--- config.mk ---
export PLATFORM = sky130hd
export DESIGN_NAME = booth_r4_accumulator
export DESIGN_NICKNAME = d
export VERILOG_FILES = /design/src/rtl/booth_r4_accumulator.sv
export SDC_FILE = /design/constraint.sdc
export NUM_CORES = 1
export LEC_CHECK = 0
export CELL_PAD_IN_SITES_DETAIL_PLACEMENT = 1
export CELL_PAD_IN_SITES_GLOBAL_PLACEMENT = 2
export CORE_MARGIN = 1.5
export CORE_UTILIZATION = 39
export DETAILED_ROUTE_END_ITERATION = 16
export GPL_TIMING_DRIVEN = 0
export PLACE_DENSITY = 0.85
export SYNTH_ARGS = -nofsm -noshare
export SYNTH_HDL_FRONTEND = slang
export SYNTH_SLANG_ARGS = --single-unit
--- constraint.sdc ---
create_clock -name clk -period 12.1 [get_ports clk]
set_input_delay 2.42 -clock clk [delete_from_list [all_inputs] [get_ports clk]]
set_output_delay 2.42 -clock clk [all_outputs]
set_load 0.005 [all_outputs]
--- src/rtl/booth_r4_accumulator.sv ---
// Radix-4 Booth recode-and-accumulate stage fed two multiplier bits per cycle.
// Optional build macro BOOTH_R4_UNSIGNED_EN selects unsigned operands (one extra iteration).
module booth_r4_accumulator #(
  parameter int bits = 8
) (
  input  logic              clk,
  input  logic              reset,
  input  logic              start,
  input  logic [bits-1:0]   mcand,
  input  logic [1:0]        pair_in,
  output logic              busy,
  output logic              done,
  output logic [2*bits-1:0] product
);

`ifdef BOOTH_R4_UNSIGNED_EN
  localparam int MW  = bits + 1;
  localparam int NIT = bits / 2 + 1;
  localparam bit UNS = 1'b1;
`else
  localparam int MW  = bits;
  localparam int NIT = bits / 2;
  localparam bit UNS = 1'b0;
`endif
  localparam int AW = 2 * MW;
  localparam int PW = MW + 2;
  localparam int IW = $clog2(NIT);

  typedef enum logic {IDLE, RUN} state_t;

  state_t              state_q, state_d;
  logic [MW-1:0]       mcand_q, mcand_d;
  logic [AW-1:0]       acc_q, acc_d;
  logic [IW-1:0]       idx_q, idx_d;
  logic                prev_q, prev_d;
  logic                busy_q, busy_d;
  logic                done_q, done_d;
  logic [2*bits-1:0]   product_q, product_d;

  logic                last;
  logic [1:0]          pair_eff;
  logic [PW-1:0]       m1, m2, pp;
  logic [AW-1:0]       pp_ext;

  assign last = (idx_q == IW'(NIT - 1));
  // In the unsigned build the final iteration recodes an internal 00 pair
  // so the top multiplier bit is treated as magnitude, not sign.
  assign pair_eff = (UNS && last) ? 2'b00 : pair_in;
  assign m1 = {{2{mcand_q[MW-1]}}, mcand_q};
  assign m2 = m1 << 1;

  always_comb begin
    pp = '0;
    unique case ({pair_eff, prev_q})
      3'b001, 3'b010: pp = m1;
      3'b011:         pp = m2;
      3'b100:         pp = -m2;
      3'b101, 3'b110: pp = -m1;
      default:        pp = '0;
    endcase
  end

  assign pp_ext = {{(AW-PW){pp[PW-1]}}, pp};

  always_comb begin
    state_d   = state_q;
    mcand_d   = mcand_q;
    acc_d     = acc_q;
    idx_d     = idx_q;
    prev_d    = prev_q;
    busy_d    = busy_q;
    done_d    = 1'b0;
    product_d = product_q;
    unique case (state_q)
      IDLE: begin
        if (start) begin
          mcand_d = MW'(mcand);
          acc_d   = '0;
          prev_d  = 1'b0;
          idx_d   = '0;
          busy_d  = 1'b1;
          state_d = RUN;
        end
      end
      RUN: begin
        acc_d  = acc_q + (pp_ext << {idx_q, 1'b0});
        prev_d = pair_eff[1];
        idx_d  = idx_q + 1'b1;
        if (last) begin
          product_d = acc_d[2*bits-1:0];
          done_d    = 1'b1;
          busy_d    = 1'b0;
          idx_d     = '0;
          state_d   = IDLE;
        end
      end
      default: state_d = IDLE;
    endcase
  end

  always_ff @(posedge clk or posedge reset) begin
    if (reset) begin
      state_q   <= IDLE;
      mcand_q   <= '0;
      acc_q     <= '0;
      idx_q     <= '0;
      prev_q    <= 1'b0;
      busy_q    <= 1'b0;
      done_q    <= 1'b0;
      product_q <= '0;
    end else begin
      state_q   <= state_d;
      mcand_q   <= mcand_d;
      acc_q     <= acc_d;
      idx_q     <= idx_d;
      prev_q    <= prev_d;
      busy_q    <= busy_d;
      done_q    <= done_d;
      product_q <= product_d;
    end
  end

  assign busy    = busy_q;
  assign done    = done_q;
  assign product = product_q;

endmodule

# Yosys cells after proc, flatten, opt, wreduce, memory -nomap -nowiden
# Cells that the tools add are included.
dict set report op_classes {
  addsub 4
  n_eq_ne 9
  n_shift 1
  n_mux 16
  n_bitwise 1
  reduce_logical 5
}
# operator n
set op_table {}
lappend op_table {{$pmux W10 S4} 1}
lappend op_table {{$pmux W16 S2} 1}
lappend op_table {{$neg A10 Y10} 2}
lappend op_table {{$add A16 B16 Y16} 1}
lappend op_table {{$mux W16} 1}
lappend op_table {{$shl A16 B3 Y16} 1}
lappend op_table {{$eq A3 B3 Y1 const B} 3}
lappend op_table {{$mux W1} 7}
lappend op_table {{$eq A3 B2 Y1 const B} 2}
lappend op_table {{$pmux W1 S2} 3}
lappend op_table {{$reduce_and A2 Y1} 3}
lappend op_table {{$mux W2} 2}
lappend op_table {{$pmux W2 S2} 1}
lappend op_table {{$reduce_or A2 Y1} 2}
lappend op_table {{$eq A3 B1 Y1 const B} 1}
lappend op_table {{$add A2 B1 Y2 const B} 1}
lappend op_table {{$eq A2 B2 Y1 const B} 1}
lappend op_table {{$ne A2 B1 Y1 const B} 1}
lappend op_table {{$ne A2 B2 Y1 const B} 1}
lappend op_table {{$not A1 Y1} 1}
dict set report totals {
  regBits 46
  in_bits 13
  out_inout_bits 18
  wordCells 44
}

# Longest topological paths before layout
# Gate-level depths: netlist (run 1).
dict set report depth {
  word_depth 6
  depth_mapped 19
  ltp_nobuf 17
}

# Least setup slack after synthesis (run 1)
# OpenSTA, ideal clock, no wires.
dict set report synth_path {
  kind {in2reg}
  from {in pair_in[0]}
  to {reg product_q[15] (netlist: product[15])}
  setup_time_ns 0.104
  arrival_ns 5.320
  required_time_ns 11.996
  path_slack_ns 6.676
  stages 15
  path_buffers 1
  cell_sequence {buf_2 > inv_1 > and2_1 > or2_1 > mux4_2 > mux2i_1 > mux2i_1 > ha_1 > o211ai_1 > nor2_1 > a41oi_1 > a221o_1 > mux2i_1 > o211ai_1 > o311ai_1}
}
dict set report synth_via {
  elab_chain_cells 5
  word_cells_on_any_way 11
  cone_classes {add/sub: 1; eq/ne: 6; shift: 1; mux: 1; reduce/logical: 2}
}
# element line_no
set synth_lines {}
lappend synth_lines {{start, declared} 10} ;# input logic [1:0] pair_in,
lappend synth_lines {{$eq A3 B3 Y1 (tied with other cells)} 54} ;# unique case ({pair_eff, prev_q})
lappend synth_lines {{$reduce_or A2 Y1} 54}
lappend synth_lines {{$pmux W10 S4 *} 54}
lappend synth_lines {{$shl A16 B3 Y16 *} 86} ;# acc_d = acc_q + (pp_ext << {idx_q, 1'b0});
lappend synth_lines {{$add A16 B16 Y16 *} 86}
lappend synth_lines {{end signal, assigned} 119} ;# product_q <= product_d;
lappend synth_lines {{end, declared} 38} ;# logic [2*bits-1:0] product_q, product_d;
# Every way passes the cells marked *; elsewhere a longest branch is shown, timed or not.
# A chain may end at the register's enable or synchronous reset.

# Worst setup path in the final report (run 1)
# Same ends and word-level chain as after synthesis.

==> results of run 1 <==
layout make-up:
| type | count | area [sq um] | share of cell area [%] |
|---|---|---|---|
| multi-input combinational | 289 | 2080 | 52.2 |
| sequential | 46 | 1150 | 28.9 |
| timing repair buffer | 30 | 310 | 7.80 |
| buffer | 20 | 144 | 3.62 |
| tap | 108 | 135 | 3.40 |
| clock buffer | 7 | 86.3 | 2.17 |
| inverter | 18 | 67.6 | 1.70 |
| clock inverter | 1 | 8.76 | 0.220 |
tightest hold or removal path, cell delays in order, from the launching register on:
cell and delay [ns]:
dfrtp_1 0.36, nand2_1 0.05, nand2_1 0.06
sequential cells by signal (all words and copies together) (netlist names):
register,cells
acc_q,16
prev_q,1
mcand_q,8
idx_q,2
product,16
done,1
busy,1
state_q,1
power breakdown:
group	leakage [nW]	internal (mW)	switching, mW
Sequential	0.558	0.237	0.0530
Combinational	1.08	0.461	0.543
Clock	0.0489	0.0474	0.0585
worst max path at each step:
| stage | end | slack [ns] |
|---|---|---|
| after floorplan | product[15]$_DFFE_PP0P_ | 6.68 |
| after global placement | product[15]$_DFFE_PP0P_ | 5.58 |
| after detailed placement | product[15]$_DFFE_PP0P_ | 5.51 |
| after CTS | product[15]$_DFFE_PP0P_ | 5.83 |
| after global routing | product[15]$_DFFE_PP0P_ | 5.55 |
| final | product[15]$_DFFE_PP0P_ | 5.81 |
layer usage:
layer	share of wire, %	vias up	wire, um
met3	2.6	5	246
met1	48	1497	4530
met4	0.80	0	75
met2	48	35	4570
met5	0	-	0
li1	-	1433	-
cells in the final DEF (no fill, tap or decap), drive strengths merged, types with 10 or more instances in the layout:
cell type,synthesis,layout
nor2b,12,12
mux2i,10,10
o21ai,29,29
clkdlybuf4s50,0,29
nor2,22,22
nor3,10,10
mux2,17,17
a22o,10,10
nand2,44,44
xnor2,12,12
inv,16,17
a21oi,15,15
dfrtp,46,46
clkbuf,14,21
ha,17,17
through the flow:
step | cell area, sq um | util [%] | hold WS, ns | power [mW] | setup WS (ns)
final | 3980 | 46.1 | 0.495 | 1.40 | 5.81
after CTS | 3980 | 46.1 | 0.497 | 1.41 | 5.83
after detailed placement | 3880 | 45.0 | 0.469 | 1.30 | 5.51
after floorplan | 3440 | - | 0.455 | 1.03 | 6.68
after global routing | 3980 | 46.1 | 0.540 | 1.54 | 5.55
after global placement | 3860 | 44.8 | 0.460 | 1.26 | 5.58
kinds of logic (layout without fill, tap and decap cells):
kind of cell	Yosys count	after routing	share of synthesized area [%]
AO/OA/AOI/OAI	110	110	22.7
XOR/XNOR	15	15	3.82
adder cells (fa/ha/maj)	18	18	6.77
buffers and inverters	38	76	6.15
flip-flops	46	46	33.5
multiplexers	29	29	9.79
AND/OR/NAND/NOR	117	117	17.4
==> metrics.md, run 1 <==
| Metric | Value |
|---|---|
| Crit path arrival time | 6.50 ns |
| Layout Cells excl Fill | around 520 |
| Starting Density | around two fifths |
| DPL Wire Length | 7180 um |
| FF-to-FF Start | mcand_q[0]$_DFFE_PP0P_ |
| Clock Pin Slew Worst Setup and Hold Paths | ~0.090 ns |
| Total gr overflow | 0 |
| # DRC | 0 |
| GRT Max-Usage Layer | met2 |
| CTS H-tree depth | 2 |
| CTS root buf | clkbuf_8 |
| Post-synth EDFFs | 0 |
| CTS Buffer Depth | 2 |
| Final hold viol count | 0 |
| RSZ-0062 raised after global routing | false |
| Worst VDD drop | 144 uV |
| CP delay by family, top | multiplexers |
| Library cells used by synthesis | 70 |
| Synth async-reset ratio | between 90% and 100% |
| Final setup fails | 0 |
| Worst Setup End Kind | flip-flop |
| Crit path time final | 6.29 ns |
| Max Cap Viol | 0 |
| Total Wirelength | 9430 um |
| Final Max Tran Viols | 0 |
| Hold wc startpoint | product[2]$_DFFE_PP0P_ |
| DR vias | ~3.0k |
| Fmax | 159 MHz |
| Vias in the first global route | 3166 |
| Worst-margin pin slew | between 0.6 and 0.7 ns |
| Worst Path Buf+Inv | 3 |
| Largest net degree at the start of global routing | 40 |
| Crit path cell chain | clkdlybuf4s50_1 -> buf_2 -> inv_1 -> and2_1 -> or2_1 -> mux4_2 -> mux2i_1 -> mux2i_1 -> ha_1 -> o211ai_1 -> nor2_1 -> a41oi_1 -> a221o_1 -> mux2i_1 -> o211ai_1 -> o311ai_1 |
| Synth Flop Type | dfrtp_1 |
| Syn Inst Count | 373 |
| Cell Rows | 34 |
| Clock latency on the worst-skew pair | 0.31 ns |
| Reg2reg end | product[15]$_DFFE_PP0P_ |
| FILL cells | 1023 |
| Final Skew | 0.0110 ns |
| Post-CTS Resized | 0 |
| Power Dens Cells | 352 mW/mm^2 |
| Antenna cells | 0 |
| # nets final | around 440 |
| Slowest cell on the critical path | clkdlybuf4s50_1 |
| M2 GR Usage | 35.3% |
| Crit path launch type | input port |
| GRT Resource Usage Total | 20.9% |
| Worst Path Max Fanout | 10 |
| Status | finished, final reports clean |
| Die X-Extent | 96.9 um |
| Max-slew headroom | 55.2% |
| Synth top area cells | dfrtp_1 (33%), ha_1 (6.2%), mux2_2 (5.6%), nand2_1 (4.7%), xnor2_1 (3.1%) |
| Largest area contributor in the netlist | dfrtp_1 |
| Dpl cells | 511 |
| Data required, critical path | 12.31 ns |
| 1st-iter DRT viols | approximately 120 |
| CTS Buf Count | 5 |
| CTS Sinks | 46 |
| # IOs | 31 |
| Area of the core | 0.00864 sq mm |
| Net count after synthesis | around 400 |
| Area delta synth->final | 15.7% |
| Port bufs | 29 |
| First-pass GRT wire length | 16000 um |
| Mapped Avg Cell Area | 9.22 sq um |
| Hold Crit Endpoint | product[2]$_DFFE_PP0P_ |
| Type of the most critical hold path | flip-flop to flip-flop |
| Synth Cell Area | 0.00344 sq mm |
| Critical path startpoint | pair_in[0] |
| Yosys warns | 0 |
| Hold path depth | 2 |
| Final ANT Viol Nets | 0 |
| P_leak | 1.69 nW |
| Drt pass-1 iters | 4 |
| Cells on worst reg2reg path | 18 |
| Post-CTS setup repair buffer count | 0 |
| Crit-path max cell delay | 0.51 ns |
| Vias per inst | 5.72 |
| Met1 usage | 28.7% |
| Reg-to-reg slack, setup | ~7.5 ns |
| CTS tree | yes |
| Critical path class | input port to flip-flop |
| Die Y | 96.9 um |
| Hold buffer count at cts | 0 |
| Fin crit share | 52.0% |
| RD Place Congestion | 0.860 |
| Synth top area share | roughly 33% |
| Wire per inst | roughly 18 um |
| FF+latch count, synth | 46 |
| Layout cell share with drive strength beyond 1 | around 12% |
| Most frequent cells after synthesis | dfrtp_1 (46), nand2_1 (43), nor2_1 (22), o21ai_0 (20) |
| Seq/Total Area, Yosys | 33.5% |
| M3 GR Usage | 2.75% |
| Initial antenna violation count | 0 |
| Setup Total Neg Slack | 0 ns |
| Die Footprint | 0.00939 sq mm |
| CP Depth | 16 |
| Most common cell in the synthesized netlist | dfrtp_1 |
| CP most frequent cell | mux2i_1 |
Power figures use the tool's default switching activity.
==> run 2, diff against run 1 <==
Settings changed: CORE_UTILIZATION 39 to 33, PLACE_DENSITY 0.85 to 0.77.
Clock period 12.1 ns to 5.5 ns, I/O delays scaled along.
==> metrics.md, run 2 (synthesis gave the netlist of run 1 again) <==
| Metric | Value |
|---|---|
| Status | finished, final reports clean |
| P_int | 1.64 mW (+120%) |
| Cells on worst reg2reg path | 17 (-1) |
| Placement Setup Slack | 0.299 ns (-5.21 ns) |
| Post-Route M1 WL | 4640 um (+2.3%) |
| GRT Resource Usage Total | 17.9% (-3.0 points) |
| Type of the most critical hold path | flip-flop to flip-flop |
| Critical path class | input port to flip-flop |
| CTS Sinks | 46 (unchanged) |
| Comb pwr share | 71.6% (about the same) |
| Most frequent cells in the layout | dfrtp_1 (46), nand2_1 (43), clkdlybuf4s50_1 (29) |
| Vias per inst | 5.33 (-6.9%) |
| Data required, critical path | 5.71 ns (-6.60 ns) |
| Crit path arrival time | 5.06 ns (-1.44 ns) |
| FF-to-FF Start | mcand_q[0]$_DFFE_PP0P_ |
| Leading cell type in the layout, fill and taps excluded | dfrtp_1 |
| Dpl cells | 539 (+5.5%) |
| Max-slew headroom | 52.0% (-3.2 points) |
| # DRC | 0 (unchanged) |
| Clock latency on the worst-skew pair | 0.31 ns (about the same) |
| Crit path time final | 4.85 ns |
| Die Y | 105 um (+8.4%) |
| CTS H-tree depth | 2 (unchanged) |
| CTS tree | yes |
| Psw | 1.41 mW (+120%) |
| # nets final | 441 (unchanged) |
| Final Worst Setup Slack | 0.651 ns (-5.15 ns) |
| Worst VDD drop | 204 uV (+42%) |
| Port bufs | 29 (unchanged) |
| Final setup fails | 0 (unchanged) |
| Drt pass-1 iters | 4 (unchanged) |
| Max Used Layer | met4 |
| Final Max Tran Viols | 0 (unchanged) |
| CTS Buf Count | 5 (unchanged) |
| Wire per inst | 17.1 um (-6.1%) |
| Fmax | roughly 210 MHz |
| DR vias | 2914 (-1.9%) |
| Clock Pin Slew Worst Setup and Hold Paths | 0.09 ns (about the same) |
| RD Place Congestion | 0.818 (-4.8%) |
| Post-CTS setup repair buffer count | 0 (unchanged) |
| First-pass GRT wire length | 15800 um (-1.3%) |
| CTS root buf | clkbuf_8 |
| Max Cap Viol | 0 (unchanged) |
| Fin crit share | 88.2% |
| Layout cell share with drive strength beyond 1 | 12.4% (+0.24 points) |
| Area of the core | 0.0102 sq mm (+18%) |
| Hold buffer count at cts | 0 (unchanged) |
| # IOs | 31 (unchanged) |
| Post-CTS Resized | 0 (unchanged) |
| Cell Rows | 37 (+8.8%) |
| Sw Ratio | 46.3% (-0.49 points) |
| FILL cells | 1200 (+17%) |
| Starting Density | 33.6% (-6.2 points) |
| Final Skew | 0.00967 ns (-0.00132 ns) |
| Hold slack | 0.485 ns (-0.00988 ns) |
| Reg2reg end | product[15]$_DFFE_PP0P_ |
| Setup Total Neg Slack | 0 ns (unchanged) |
| Power Dens Cells | 759 mW/mm^2 (+120%) |
| Hold wc startpoint | product[10]$_DFFE_PP0P_ |
| Worst-margin pin slew | 0.720 ns (+0.0474 ns) |
| Reg-to-reg slack, setup | 0.97 ns (-6.52 ns) |
| Total Wirelength | 9330 um (-1.1%) |
| Multi-input gate area | 0.00208 sq mm (unchanged) |
| Layout Cells excl Fill | 547 (+5.4%) |
| Worst Path Max Fanout | 10 (unchanged) |
| Crit path launch type | input port |
| Final hold viol count | 0 (unchanged) |
| Die X-Extent | 105 um (+8.4%) |
| Final ANT Viol Nets | 0 (unchanged) |
| Critical path startpoint | pair_in[0] |
| P_leak | 1.69 nW (about the same) |
| Hold path depth | 2 (unchanged) |
| Largest net degree at the start of global routing | 41 (+2.5%) |
| Antenna cells | 0 (unchanged) |
| Area delta synth->final | 16.7% |
| RSZ-0062 raised after global routing | false |
| Vias in the first global route | 3140 (-0.82%) |
| DPL Wire Length | 7070 um (-1.5%) |
| Power share of the clock group | 7.5% (about the same) |
| Worst Setup End Kind | flip-flop |
| Reg power frac | 20.9% (+0.2 points) |
| Die Footprint | 0.0110 sq mm (+18%) |
| Metal2 WL | 4270 um (-6.6%) |
| 1st-iter DRT viols | 103 (-16%) |
| Hold Crit Endpoint | product[10]$_DFFE_PP0P_ |
| Met3 wire length | 247 um (+0.41%) |
| CTS Buffer Depth | 2 (unchanged) |
| Reg area | 0.00115 sq mm (unchanged) |
| Total gr overflow | 0 (unchanged) |
| Initial antenna violation count | 0 (unchanged) |
## run 2: cell types whose count changed in the layout (fill, tap and decap cells not counted)
cell	change
inv_6	-1
clkinv_2	+1
clkinvlp_4	+1
clkbuf_1	-1
## run 2: how the worst max path moves through the flow
| stage | end | slack (ns) |
|---|---|---|
| after floorplan | product[15]$_DFFE_PP0P_ | 1.40 |
| after global placement | product[15]$_DFFE_PP0P_ | 0.34 |
| after CTS | product[15]$_DFFE_PP0P_ | 0.62 |
| after detailed placement | product[15]$_DFFE_PP0P_ | 0.30 |
| final | product[15]$_DFFE_PP0P_ | 0.65 |
| after global routing | acc_q[15]$_DFFE_PP0P_ | 0.30 |
## run 2: final cells by class
| class | count | share of cell area (%) |
|---|---|---|
| clock buffer | 6 | 2.06 |
| clock inverter | 2 | 0.312 |
| buffer | 20 | 3.58 |
| multi-input combinational | 289 | 51.7 |
| sequential | 46 | 28.7 |
| inverter | 18 | 1.68 |
| timing repair buffer | 30 | 7.73 |
| tap | 136 | 4.24 |
## run 2: layer usage
layer	track usage (%)	vias up
met5	0	-
met4	5.77	0
met3	2.50	16
met2	29.5	51
met1	24.1	1417
li1	-	1430
## run 2: worst max-delay path, stage by stage
cell and delay (ns):
clkdlybuf4s50_1 0.51, buf_2 0.24, inv_1 0.17, and2_1 0.18, mux4_2 0.51, o21ai_1 0.25
o21ai_1 0.13, ha_1 0.35, o211ai_1 0.12, o211ai_1 0.30, a41oi_1 0.20, a221o_1 0.38
mux2i_1 0.33, o211ai_1 0.15, o311ai_1 0.13
## run 2: power by group through the flow
stage	Sequential, mW	Combinational [mW]	Clock, mW
finish	0.637	2.18	0.228
global route	0.663	2.45	0.246
CTS	0.640	2.20	0.238
detailed placement	0.644	2.19	0
global placement	0.640	2.13	0
floorplan	0.624	1.64	0
## run 2: per-stage QoR
stage,instance area (sq um),total power [mW],utilization [%]
floorplan,3440,2.27,-
global placement,3900,2.77,38.1
detailed placement,3920,2.84,38.3
CTS,4020,3.08,39.2
global route,4020,3.36,39.2
finish,4020,3.05,39.2
==> run 3, diff against run 2 <==
Settings changed: ABC_AREA set to 0, SKIP_LAST_GASP set to 1.
==> results of run 3 <==
The final DEF is identical to that of run 2; final timing and power are the same.
